**src/rtl/pipe_hazard_ctrl_if.sv**
```systemverilog
// pipe_hazard_ctrl_if: hazard-controller bundle; master = controller, slave = pipeline datapath.
interface pipe_hazard_ctrl_if #(
  parameter int REG_W = 5,
  parameter int CNT_W = 16
);
  logic [REG_W-1:0] id_rs, id_rt, ex_wreg;
  logic ex_memtoreg, ex_mispredict, ex_div, div_done, mem_stall;
  logic div_start, pc_en;
  logic en_fd, clr_fd, en_de, clr_de, en_em, clr_em, en_mw, clr_mw;
  logic [CNT_W-1:0] stall_cnt, flush_cnt;
  modport master (
    input  id_rs, id_rt, ex_wreg, ex_memtoreg, ex_mispredict, ex_div, div_done, mem_stall,
    output div_start, pc_en, en_fd, clr_fd, en_de, clr_de, en_em, clr_em, en_mw, clr_mw,
    output stall_cnt, flush_cnt
  );
  modport slave (
    output id_rs, id_rt, ex_wreg, ex_memtoreg, ex_mispredict, ex_div, div_done, mem_stall,
    input  div_start, pc_en, en_fd, clr_fd, en_de, clr_de, en_em, clr_em, en_mw, clr_mw,
    input  stall_cnt, flush_cnt
  );
endinterface

```
**src/rtl/pipe_hazard_ctrl.sv**
```systemverilog
// pipe_hazard_ctrl: 5-stage pipeline stall/flush control with divide sequencing and perf counters.
module pipe_hazard_ctrl #(
  parameter int REG_W = 5,
  parameter int CNT_W = 16
) (
  input logic clk,
  input logic rst,
  pipe_hazard_ctrl_if.master bus
);
  typedef enum logic [1:0] {IDLE, BUSY, DONE} state_t;
  state_t r_state;
  logic [CNT_W-1:0] r_stall_cnt, r_flush_cnt;
  logic w_div_hold, w_load_use, w_flush;
  logic [8:0] w_ctl;
  assign w_div_hold = bus.ex_div && r_state != DONE;
  assign w_load_use = bus.ex_memtoreg && bus.ex_wreg != {REG_W{1'b0}} &&
                      (bus.ex_wreg == bus.id_rs || bus.ex_wreg == bus.id_rt);
  assign w_flush = rst && !bus.mem_stall && !w_div_hold && bus.ex_mispredict;
  // {pc_en, en_fd, en_de, en_em, en_mw, clr_fd, clr_de, clr_em, clr_mw}
  always_comb
    w_ctl = !rst            ? 9'b0_0000_1111 :
            bus.mem_stall   ? 9'b0_0000_0001 :
            w_div_hold      ? 9'b0_0001_0010 :
            bus.ex_mispredict ? 9'b1_1111_1100 :
            w_load_use      ? 9'b0_0011_0100 :
                              9'b1_1111_0000;
  assign {bus.pc_en, bus.en_fd, bus.en_de, bus.en_em, bus.en_mw,
          bus.clr_fd, bus.clr_de, bus.clr_em, bus.clr_mw} = w_ctl;
  assign bus.div_start = rst && r_state == IDLE && bus.ex_div && !bus.mem_stall;
  assign bus.stall_cnt = r_stall_cnt;
  assign bus.flush_cnt = r_flush_cnt;
  always_ff @(posedge clk or negedge rst) begin
    if (!rst) begin
      r_state     <= IDLE;
      r_stall_cnt <= '0;
      r_flush_cnt <= '0;
    end else begin
      r_state <= r_state == IDLE ? ((bus.ex_div && !bus.mem_stall) ? BUSY : IDLE) :
                 r_state == BUSY ? (bus.div_done ? DONE : BUSY) :
                 (bus.mem_stall ? DONE : IDLE);
      if (!bus.pc_en && !(&r_stall_cnt)) r_stall_cnt <= r_stall_cnt + 1'b1;
      if (w_flush && !(&r_flush_cnt)) r_flush_cnt <= r_flush_cnt + 1'b1;
    end
  end
endmodule

```
**src/flat_wrapper.sv**
```systemverilog
// flat-port wrapper written by rule: the top's interface ports become plain ports
module pipe_hazard_ctrl_flat 
#(
  parameter int REG_W = 5,
  parameter int CNT_W = 16
)
  (clk, rst, bus_id_rs, bus_id_rt, bus_ex_wreg, bus_ex_memtoreg, bus_ex_mispredict, bus_ex_div, bus_div_done, bus_mem_stall, bus_div_start, bus_pc_en, bus_en_fd, bus_clr_fd, bus_en_de, bus_clr_de, bus_en_em, bus_clr_em, bus_en_mw, bus_clr_mw, bus_stall_cnt, bus_flush_cnt);
  pipe_hazard_ctrl_if #(.REG_W(REG_W), .CNT_W(CNT_W)) bus_i ();
  input logic clk;
  input logic rst;
  input wire logic [$bits(bus_i.id_rs)-1:0] bus_id_rs;
  input wire logic [$bits(bus_i.id_rt)-1:0] bus_id_rt;
  input wire logic [$bits(bus_i.ex_wreg)-1:0] bus_ex_wreg;
  input wire logic [$bits(bus_i.ex_memtoreg)-1:0] bus_ex_memtoreg;
  input wire logic [$bits(bus_i.ex_mispredict)-1:0] bus_ex_mispredict;
  input wire logic [$bits(bus_i.ex_div)-1:0] bus_ex_div;
  input wire logic [$bits(bus_i.div_done)-1:0] bus_div_done;
  input wire logic [$bits(bus_i.mem_stall)-1:0] bus_mem_stall;
  output wire logic [$bits(bus_i.div_start)-1:0] bus_div_start;
  output wire logic [$bits(bus_i.pc_en)-1:0] bus_pc_en;
  output wire logic [$bits(bus_i.en_fd)-1:0] bus_en_fd;
  output wire logic [$bits(bus_i.clr_fd)-1:0] bus_clr_fd;
  output wire logic [$bits(bus_i.en_de)-1:0] bus_en_de;
  output wire logic [$bits(bus_i.clr_de)-1:0] bus_clr_de;
  output wire logic [$bits(bus_i.en_em)-1:0] bus_en_em;
  output wire logic [$bits(bus_i.clr_em)-1:0] bus_clr_em;
  output wire logic [$bits(bus_i.en_mw)-1:0] bus_en_mw;
  output wire logic [$bits(bus_i.clr_mw)-1:0] bus_clr_mw;
  output wire logic [$bits(bus_i.stall_cnt)-1:0] bus_stall_cnt;
  output wire logic [$bits(bus_i.flush_cnt)-1:0] bus_flush_cnt;
  assign bus_i.id_rs = bus_id_rs;
  assign bus_i.id_rt = bus_id_rt;
  assign bus_i.ex_wreg = bus_ex_wreg;
  assign bus_i.ex_memtoreg = bus_ex_memtoreg;
  assign bus_i.ex_mispredict = bus_ex_mispredict;
  assign bus_i.ex_div = bus_ex_div;
  assign bus_i.div_done = bus_div_done;
  assign bus_i.mem_stall = bus_mem_stall;
  assign bus_div_start = bus_i.div_start;
  assign bus_pc_en = bus_i.pc_en;
  assign bus_en_fd = bus_i.en_fd;
  assign bus_clr_fd = bus_i.clr_fd;
  assign bus_en_de = bus_i.en_de;
  assign bus_clr_de = bus_i.clr_de;
  assign bus_en_em = bus_i.en_em;
  assign bus_clr_em = bus_i.clr_em;
  assign bus_en_mw = bus_i.en_mw;
  assign bus_clr_mw = bus_i.clr_mw;
  assign bus_stall_cnt = bus_i.stall_cnt;
  assign bus_flush_cnt = bus_i.flush_cnt;
  pipe_hazard_ctrl #(.REG_W(REG_W), .CNT_W(CNT_W)) u_core (.clk(clk), .rst(rst), .bus(bus_i));
endmodule
```
**config.mk**
```make
export PLATFORM = sky130hd
export DESIGN_NAME = pipe_hazard_ctrl_flat
export DESIGN_NICKNAME = d
export VERILOG_FILES = /design/src/rtl/pipe_hazard_ctrl_if.sv /design/src/rtl/pipe_hazard_ctrl.sv /design/src/flat_wrapper.sv
export SDC_FILE = /design/constraint.sdc
export NUM_CORES = 1
export LEC_CHECK = 0
export BUFFER_PORTS_ARGS = -buffer_cell sky130_fd_sc_hd__buf_2
export CAP_MARGIN = 25
export CORE_ASPECT_RATIO = 0.6
export CORE_MARGIN = 4
export CORE_UTILIZATION = 45
export DETAILED_ROUTE_END_ITERATION = 8
export PLACE_DENSITY = 0.8
export SLEW_MARGIN = 0
export SYNTH_ARGS = -nofsm -noshare
export SYNTH_HDL_FRONTEND = slang
export SYNTH_SLANG_ARGS = --single-unit
```
**constraint.sdc**
```tcl
create_clock -name clk -period 1.86 [get_ports clk]
set_clock_uncertainty 0.05 [all_clocks]
set_input_delay 0 -clock clk [delete_from_list [all_inputs] [get_ports clk]]
set_output_delay 0 -clock clk [all_outputs]
set_load 0.01 [all_outputs]
```
# ---- After elaboration in Yosys (flattened, before gate mapping)
# Index checks and enable logic that the tools add are counted.
dict set report classes {
  addsub 2
  eq_ne 4
  muxes 10
  n_reduce_logical 22
}
# cell count
set op_table {}
lappend op_table {{2-to-1 mux 9 bit} 5}
lappend op_table {{adder 16 x 1 -> 16 bit, second input constant} 2}
lappend op_table {{AND reduction 16 bit} 2}
lappend op_table {{logical AND 1 bit} 12}
lappend op_table {{== test 5 bit} 2}
lappend op_table {{2-to-1 mux 2 bit} 4}
lappend op_table {{logical NOT 1 bit} 5}
lappend op_table {{nonzero test 5 bit} 1}
lappend op_table {{== test 2 x 1 -> 1 bit, second input constant} 1}
lappend op_table {{logical NOT 2 bit} 1}
lappend op_table {{inequality test 2 bit, second input constant} 1}
lappend op_table {{logical OR 1 bit} 1}
lappend op_table {{2-to-1 mux 1 bit} 1}
dict set report totals {
  register_bits 34
  inputBits 22
  output_inout_bits 42
  wordCells 41
}

# ---- Logic depth before layout (Yosys ltp)
# Gate-level depths: netlist of the first run.
dict set report logic_depth {
  depth_word 10
  ltp_mapped 7
  depth_no_buf 7
}

# ---- Worst setup path before layout of the first run
# No wires, ideal clock.
dict set report synth_timing {
  kind {register -> register}
  start {reg u_core.r_flush_cnt[7], in the netlist u_core.bus.flush_cnt[7]}
  end {reg u_core.r_flush_cnt[9], in the netlist u_core.bus.flush_cnt[9]}
  setup_time_ns 0.126
  arrival_ns 1.587
  required_time_ns 1.684
  slack_ns 0.097
  stages_incl_launch_ff 7
  n_path_buf 0
  synth_period_minus_slack_ns 1.763
  cell_sequence {dfrtp_1 and4_1 and3_1 and3_1 nor4_4 nand3_1 xnor2_1}
}
dict set report synth_via {
  elab_chain_cells 3
  word_cells_on_any_way 4
  classes_between {add/sub: 1; reduce/logical: 3}
}
# element line_no
set synth_lines {}
lappend synth_lines {{start: declaration} pipe_hazard_ctrl.sv:12} ;# logic [CNT_W-1:0] r_stall_cnt, r_flush_cnt;
lappend synth_lines {{start signal: assignment} pipe_hazard_ctrl.sv:42} ;# if (w_flush && !(&r_flush_cnt)) r_flush_cnt <= r_flush_cnt + 1'b1;
lappend synth_lines {{parallel branches: the longest is 3 deep, another holds adder 16 x 1 -> 16 bit} --}
# Several ways; the timed one is not identified.
# A chain may end at the register's enable or synchronous reset.

# ---- Worst setup path after layout of the first run
dict set report layout_timing {
  start {reg u_core.r_flush_cnt[12], in the netlist u_core.bus.flush_cnt[12]}
  end {reg u_core.r_flush_cnt[9], in the netlist u_core.bus.flush_cnt[9]}
}
dict set report layout_via {
  elab_chain_cells 3
}
# element line_no
set layout_lines {}
lappend layout_lines {{AND reduction 16 bit} pipe_hazard_ctrl.sv:42}
lappend layout_lines {{logical NOT 1 bit} pipe_hazard_ctrl.sv:42}
lappend layout_lines {{logical AND 1 bit} pipe_hazard_ctrl.sv:42}
# No other way between the ends.

==> results of run 1 <==
-- worst max-delay path, cell delays in order (launching register included) --
cell     delay, ns
dfrtp_1       0.41
and3_1        0.18
and3_4        0.20
and3_4        0.18
nor4_4        0.37
nand3_1       0.14
xnor2_1       0.15
-- cell usage after synthesis --
| cell | instances |
|---|---|
| nand2_2 | 1 |
| a22oi_2 | 1 |
| o211ai_1 | 1 |
| a31o_2 | 1 |
| mux2_2 | 1 |
| xor2_1 | 14 |
| nand2_1 | 17 |
| a21oi_1 | 4 |
| and3_1 | 8 |
| nor2b_1 | 1 |
| and3_2 | 1 |
| o21ai_2 | 1 |
| nor2_1 | 13 |
| xnor2_1 | 24 |
| buf_6 | 1 |
| or4_1 | 1 |
| clkbuf_1 | 1 |
| nand2b_4 | 1 |
| a2111oi_4 | 1 |
| o21ai_0 | 2 |
| buf_4 | 2 |
| ha_1 | 2 |
| nand2b_1 | 4 |
| nand3b_1 | 2 |
| nand4_1 | 8 |
| and4_1 | 2 |
| mux2_4 | 1 |
| a21o_1 | 1 |
| nor4b_1 | 1 |
| nand3_1 | 15 |
| nor4_4 | 1 |
| mux2_1 | 1 |
| o31ai_4 | 1 |
| nor3_2 | 3 |
| inv_1 | 3 |
| dfrtp_1 | 34 |
-- power by group --
group | internal (mW) | total (mW) | switching, mW
Combinational | 0.360 | 0.689 | 0.329
Clock | 0.297 | 0.573 | 0.275
Sequential | 0.865 | 1.01 | 0.141
Total | 1.52 | 2.27 | 0.746
-- through the flow --
step / hold WS, ns / utilization / cell area (µm²) / total power [mW] / cells
final: 0.1098 / 0.6647 / 2545 / 2.268 / 317
after global routing: 0.1406 / 0.6647 / 2545 / 2.406 / 317
after CTS: 0.1036 / 0.6359 / 2435 / 2.215 / 307
after detailed placement: 0.1058 / 0.6007 / 2300 / 1.634 / 295
after global placement: 0.1110 / 0.6007 / 2300 / 1.619 / 295
after floorplan: -0.3456 / - / 1858 / 1.341 / 176
-- flip-flops by register name (all words and copies together) (netlist names) --
signal,cells
u_core.bus.flush_cnt,16
u_core.bus.stall_cnt,16
u_core.r_state,2
-- cell type report --
class	count	area, µm²	area share
tap	47	58.81	0.02311
clock buffer	6	82.58	0.03245
sequential	34	852.1	0.3348
inverter	3	11.26	0.004425
multi-input combinational	135	999.7	0.3928
timing repair buffer	90	528.0	0.2075
clock inverter	2	12.51	0.004916
-- what timing repair did --
action | in CTS | in global routing
endpoints found under the hold margin | 36 | 0
endpoints found under the setup margin | 0 | 20
gates resized for setup | 0 | 12
buffers inserted | 0 | 10
hold buffers | 4 | 0
-- final timing paths --
path / end / slack (ns) / depth (start not counted)
worst max-delay path: u_core.bus.flush_cnt[9] / 0.07 / 6
worst min-delay path: u_core.bus.stall_cnt[15] / 0.11 / 4
worst max register to register: u_core.bus.flush_cnt[9] / 0.07 / 6
worst min register to register: u_core.bus.stall_cnt[6] / 0.45 / 1
max in group asynchronous: u_core.r_state[0] / 1.11 / 3
min in group asynchronous: u_core.bus.flush_cnt[8] / 0.32 / 3
-- per-layer routing --
layer  routed length, µm  share of wire  up-vias
met3                 232          0.054        7
met4                  54          0.012        0
li1                    -              -      798
met5                   0              0        -
met2                1866           0.43       40
met1                2173           0.50      755
-- logic make-up (layout without fill, tap and decap cells) --
family	after synthesis	in the layout	synth area share
AO/OA/AOI/OAI	13	13	0.06667
XOR/XNOR	38	38	0.1791
adder cells (fa/ha/maj)	2	2	0.01347
buffers and inverters	7	101	0.02222
flip-flops	34	34	0.4579
multiplexers	3	3	0.02020
AND/OR/NAND/NOR	79	79	0.2404
==> results.json, run 1 <==
{
  "yosys_warnings": 0,
  "synth_area_leaders": "dfrtp_1, xnor2_1, xor2_1",
  "diodes": 0,
  "wirelength_um": 4326,
  "grt_overflow": 0,
  "ios": 64,
  "worst_ir_drop_vdd_uv": 495.5,
  "gp_congestion": 0.7704,
  "std_cell_rows": 17,
  "clock_latency_ns": 0.29,
  "grt_max_degree": 38,
  "synth_top_area_share": 0.4579,
  "synth.distinct_cells": 36,
  "antenna_found_initial": 0,
  "synthCells": 176,
  "critical_path_class": "flop to flop",
  "hold_violations": 0,
  "drv_slew": 0,
  "period_needed_ns": 1.794,
  "cp-start-kind": "flop",
  "drc_errors": 0,
  "layout_setup_ws_ns": 0.06588,
  "nNetsFinal": 293,
  "wl_per_cell_um": 13.65,
  "portBuffers": 63,
  "cts.sinks": 34,
  "cap_violations": 0,
  "die_h_um": 57.78,
  "finalSetupViolations": 0,
  "busiest_layer": "met2",
  "grt_pass1_vias": 1502,
  "die-area_mm2": 0.005255,
  "grt_use_total": 0.1689,
  "synth_largest_area_cell": "dfrtp_1",
  "p_leak_nw": 1.269,
  "grt_pass1_wl_um": 7107,
  "dp_hpwl_um": 3396,
  "start_util": 0.4853,
  "status": "finished clean",
  "cp-startpoint": "u_core.bus.flush_cnt[12]",
  "vias_per_cell": 5.047,
  "max_freq_mhz": 557.4,
  "endpoint_kind": "flop",
  "seq_area_frac_synth": 0.4579,
  "reg2reg_from": "u_core.bus.flush_cnt[12]",
  "synthToLayoutAreaGrowth_pct": 36.97,
  "gr-usage-met2": 0.2448,
  "hp-start": "bus_ex_mispredict",
  "ant_nets": 0,
  "cts_tree": "yes",
  "crit_fanout": 5,
  "setup_tns_ns": 0,
  "die_w_um": 90.96,
  "relSlewSlack": 0.6265,
  "grt_setup_unrepaired": "true",
  "dr.pass1.iters": 4,
  "clock_path_buffers": 2,
  "drt-initial-drc-count": 78,
  "fill_cells": 300,
  "netlist_area_mm2": 0.001858,
  "final_common_cell": "buf_2",
  "cts_root_buffer": "clkbuf_8",
  "dp_slack_ns": 0.04298,
  "synth_seq_cells": 34,
  "hp-class": "input port to flop",
  "grt_use_met1": 0.2445,
  "fp.coreArea_mm2": 0.003829,
  "worst_pin_slew_ns": 0.5578,
  "htreeDepth": 2,
  "power.density_mw_per_mm2": 891.2,
  "required_ns": 1.98,
  "grt_util_met3": 0.05318,
  "synth_fp_nets": 200,
  "worstPathArrival_ns": 1.92,
  "path_clk_slew_ns": 0.07,
  "cts_buffers": 5,
  "drive_gt1_frac": 0.4333,
  "vias": 1600,
  "most-common-layout-cells": "buf_2, dfrtp_1, xnor2_1",
  "finalCritPeriodShare": 0.9646,
  "avgSynthCellArea_um2": 10.56
}
Power figures use the tool's default switching activity.
==> run 2, diff against run 1 <==
--- a/config.mk
+++ b/config.mk
@@ -7,11 +7,11 @@
 export LEC_CHECK = 0
 export BUFFER_PORTS_ARGS = -buffer_cell sky130_fd_sc_hd__buf_2
 export CAP_MARGIN = 25
-export CORE_ASPECT_RATIO = 0.6
 export CORE_MARGIN = 4
-export CORE_UTILIZATION = 45
+export CORE_UTILIZATION = 50
 export DETAILED_ROUTE_END_ITERATION = 8
-export PLACE_DENSITY = 0.8
+export MAX_ROUTING_LAYER = met4
+export PLACE_DENSITY = 0.84
 export SLEW_MARGIN = 0
 export SYNTH_ARGS = -nofsm -noshare
 export SYNTH_HDL_FRONTEND = slang
==> constraint.sdc (replaced) <==
create_clock -name clk -period 1.8 [get_ports clk]
set_clock_uncertainty 0.05 [all_clocks]
set_input_delay 0 -clock clk [delete_from_list [all_inputs] [get_ports clk]]
set_output_delay 0 -clock clk [all_outputs]
set_load 0.01 [all_outputs]
==> run 2 against run 1 <==
Routed wire length grew 3.2%. Power increased by 9.4%. Core utilization is 8.3 points higher. Final area grew 1.9%. Maximum frequency rose by 1.6%. Cell count up 1.3%. Non-clock buffer count up 5. Largest cell class unchanged.
==> results.json, run 2 (synthesis results as in run 1) <==
{
  "status": "finished clean",
  "endpoint_kind": "flop",
  "grt_overflow": 0,
  "grt_pass1_wl_um": 7044,
  "die-area_mm2": 0.004755,
  "portBuffers": 63,
  "dr_wl_met2_um": 2257,
  "finalSetupViolations": 0,
  "worstRegToRegCells": 6,
  "nNetsFinal": 298,
  "p_sw_frac": 0.3118,
  "htreeDepth": 2,
  "cts_tree": "yes",
  "grt_use_total": 0.2068,
  "required_ns": 1.92,
  "dr_wl_met3_um": 283,
  "path_clk_slew_ns": 0.06,
  "holdWs_ns": 0.1327,
  "p_leak_nw": 1.301,
  "final_common_cell": "buf_2",
  "worst_ir_drop_vdd_uv": 599.2,
  "cp-start-kind": "flop",
  "seqCellArea_um2": 852.1,
  "seqPwrFrac": 0.412,
  "layout_setup_ws_ns": 0.03468,
  "hold_violations": 0,
  "fin_util": 0.7478,
  "fill_cells": 256,
  "highest_layer": "met4",
  "hp-class": "input port to flop",
  "finalNonFillerCells": 321,
  "multi_input_area_um2": 994.7,
  "drive_gt1_frac": 0.4327,
  "p_sw_mw": 0.7734,
  "combPwrFrac": 0.313,
  "wirelength_um": 4466,
  "cts.sinks": 34,
  "clock_latency_ns": 0.29,
  "dp_hpwl_um": 3268,
  "die_h_um": 68.96,
  "cts_buffers": 5,
  "worst_pin_slew_ns": 0.6029,
  "synthToLayoutAreaGrowth_pct": 39.60,
  "ios": 64,
  "power.density_mw_per_mm2": 956.3,
  "antenna_found_initial": 0,
  "diodes": 0,
  "hold_depth": 4,
  "dp_slack_ns": -0.002336,
  "dr.pass1.iters": 4,
  "max_freq_mhz": 566.5,
  "post-place-cells": 300,
  "clock_path_buffers": 2,
  "total_power_mw": 2.480,
  "grt_pass1_vias": 1615,
  "period_needed_ns": 1.765,
  "drt-initial-drc-count": 79,
  "grt_max_degree": 38,
  "std_cell_rows": 21,
  "crit_fanout": 4,
  "cap_violations": 0,
  "start_util": 0.5357,
  "worstPathArrival_ns": 1.88,
  "vias": 1675,
  "die_w_um": 68.96,
  "p_int_mw": 1.707,
  "drc_errors": 0,
  "wl_per_cell_um": 13.91,
  "most-common-layout-cells": "buf_2, dfrtp_1, buf_4",
  "critical_path_class": "flop to flop",
  "relSlewSlack": 0.5963,
  "gp_congestion": 0.7693,
  "finalCritPeriodShare": 0.9807,
  "p_clk_frac": 0.275,
  "met1Wirelength_um": 1873,
  "drv_slew": 0,
  "ant_nets": 0,
  "grt_setup_unrepaired": "true",
  "fp.coreArea_mm2": 0.003468,
  "cts_root_buffer": "clkbuf_8",
  "vias_per_cell": 5.218
}
[run 2: routing by layer]
metal	GRT usage	vias up
li1	-	800
met1	0.2357	809
met2	0.3524	60
met3	0.05348	6
met4	0.07056	0
met5	-	-
[run 2: cell type report]
type,count,area share
clock buffer,7,0.02943
clock inverter,1,0.01158
inverter,3,0.004342
multi-input combinational,135,0.3835
sequential,34,0.3285
tap,46,0.02219
timing repair buffer,95,0.2205
[run 2: repair_timing]
| action | CTS | global route |
|---|---|---|
| endpoints found under the setup margin | 9 | 14 |
| buffers inserted | 5 | 4 |
| hold buffers | 4 | 0 |
| resized for setup | 7 | 5 |
| pin swaps | 4 | 5 |
| endpoints found under the hold margin | 36 | 0 |
[run 2: final timing paths]
| kind | from | end | slack (ns) |
|---|---|---|---|
| min in group asynchronous | rst | u_core.bus.flush_cnt[12] | 0.29 |
| max in group asynchronous | rst | u_core.r_state[0] | 1.08 |
| setup reg to reg | u_core.r_state[1] | u_core.bus.flush_cnt[6] | 0.03 |
| hold reg to reg | u_core.bus.flush_cnt[6] | u_core.bus.flush_cnt[6] | 0.46 |
| hold / removal | bus_ex_div | u_core.r_state[0] | 0.13 |
| setup / recovery | u_core.r_state[1] | u_core.bus.flush_cnt[6] | 0.03 |
[run 2: stage by stage]
stage	cell area, µm²	TNS [ns]
after floorplan	1858	0
after global placement	2344	0
after detailed placement	2344	-0.002336
after CTS	2549	0
after global routing	2594	-0.1320
final	2594	0
[run 2: power by group through the flow]
stage          clock [mW]  sequential (mW)  combinational (mW)
2_1_floorplan           0             1.10               0.286
3_3_place_gp            0             1.02               0.694
3_5_place_dp            0             1.03               0.724
4_1_cts             0.696             1.02               0.747
5_1_grt             0.727             1.04               0.848
6_report            0.682             1.02               0.776
[run 2: critical path: stages (launching register included)]
cell      delay, ns
dfrtp_1        0.40
nor2b_4        0.14
o211ai_1       0.50
a31o_2         0.25
nor2_2         0.05
and3_1         0.15
xor2_1         0.13
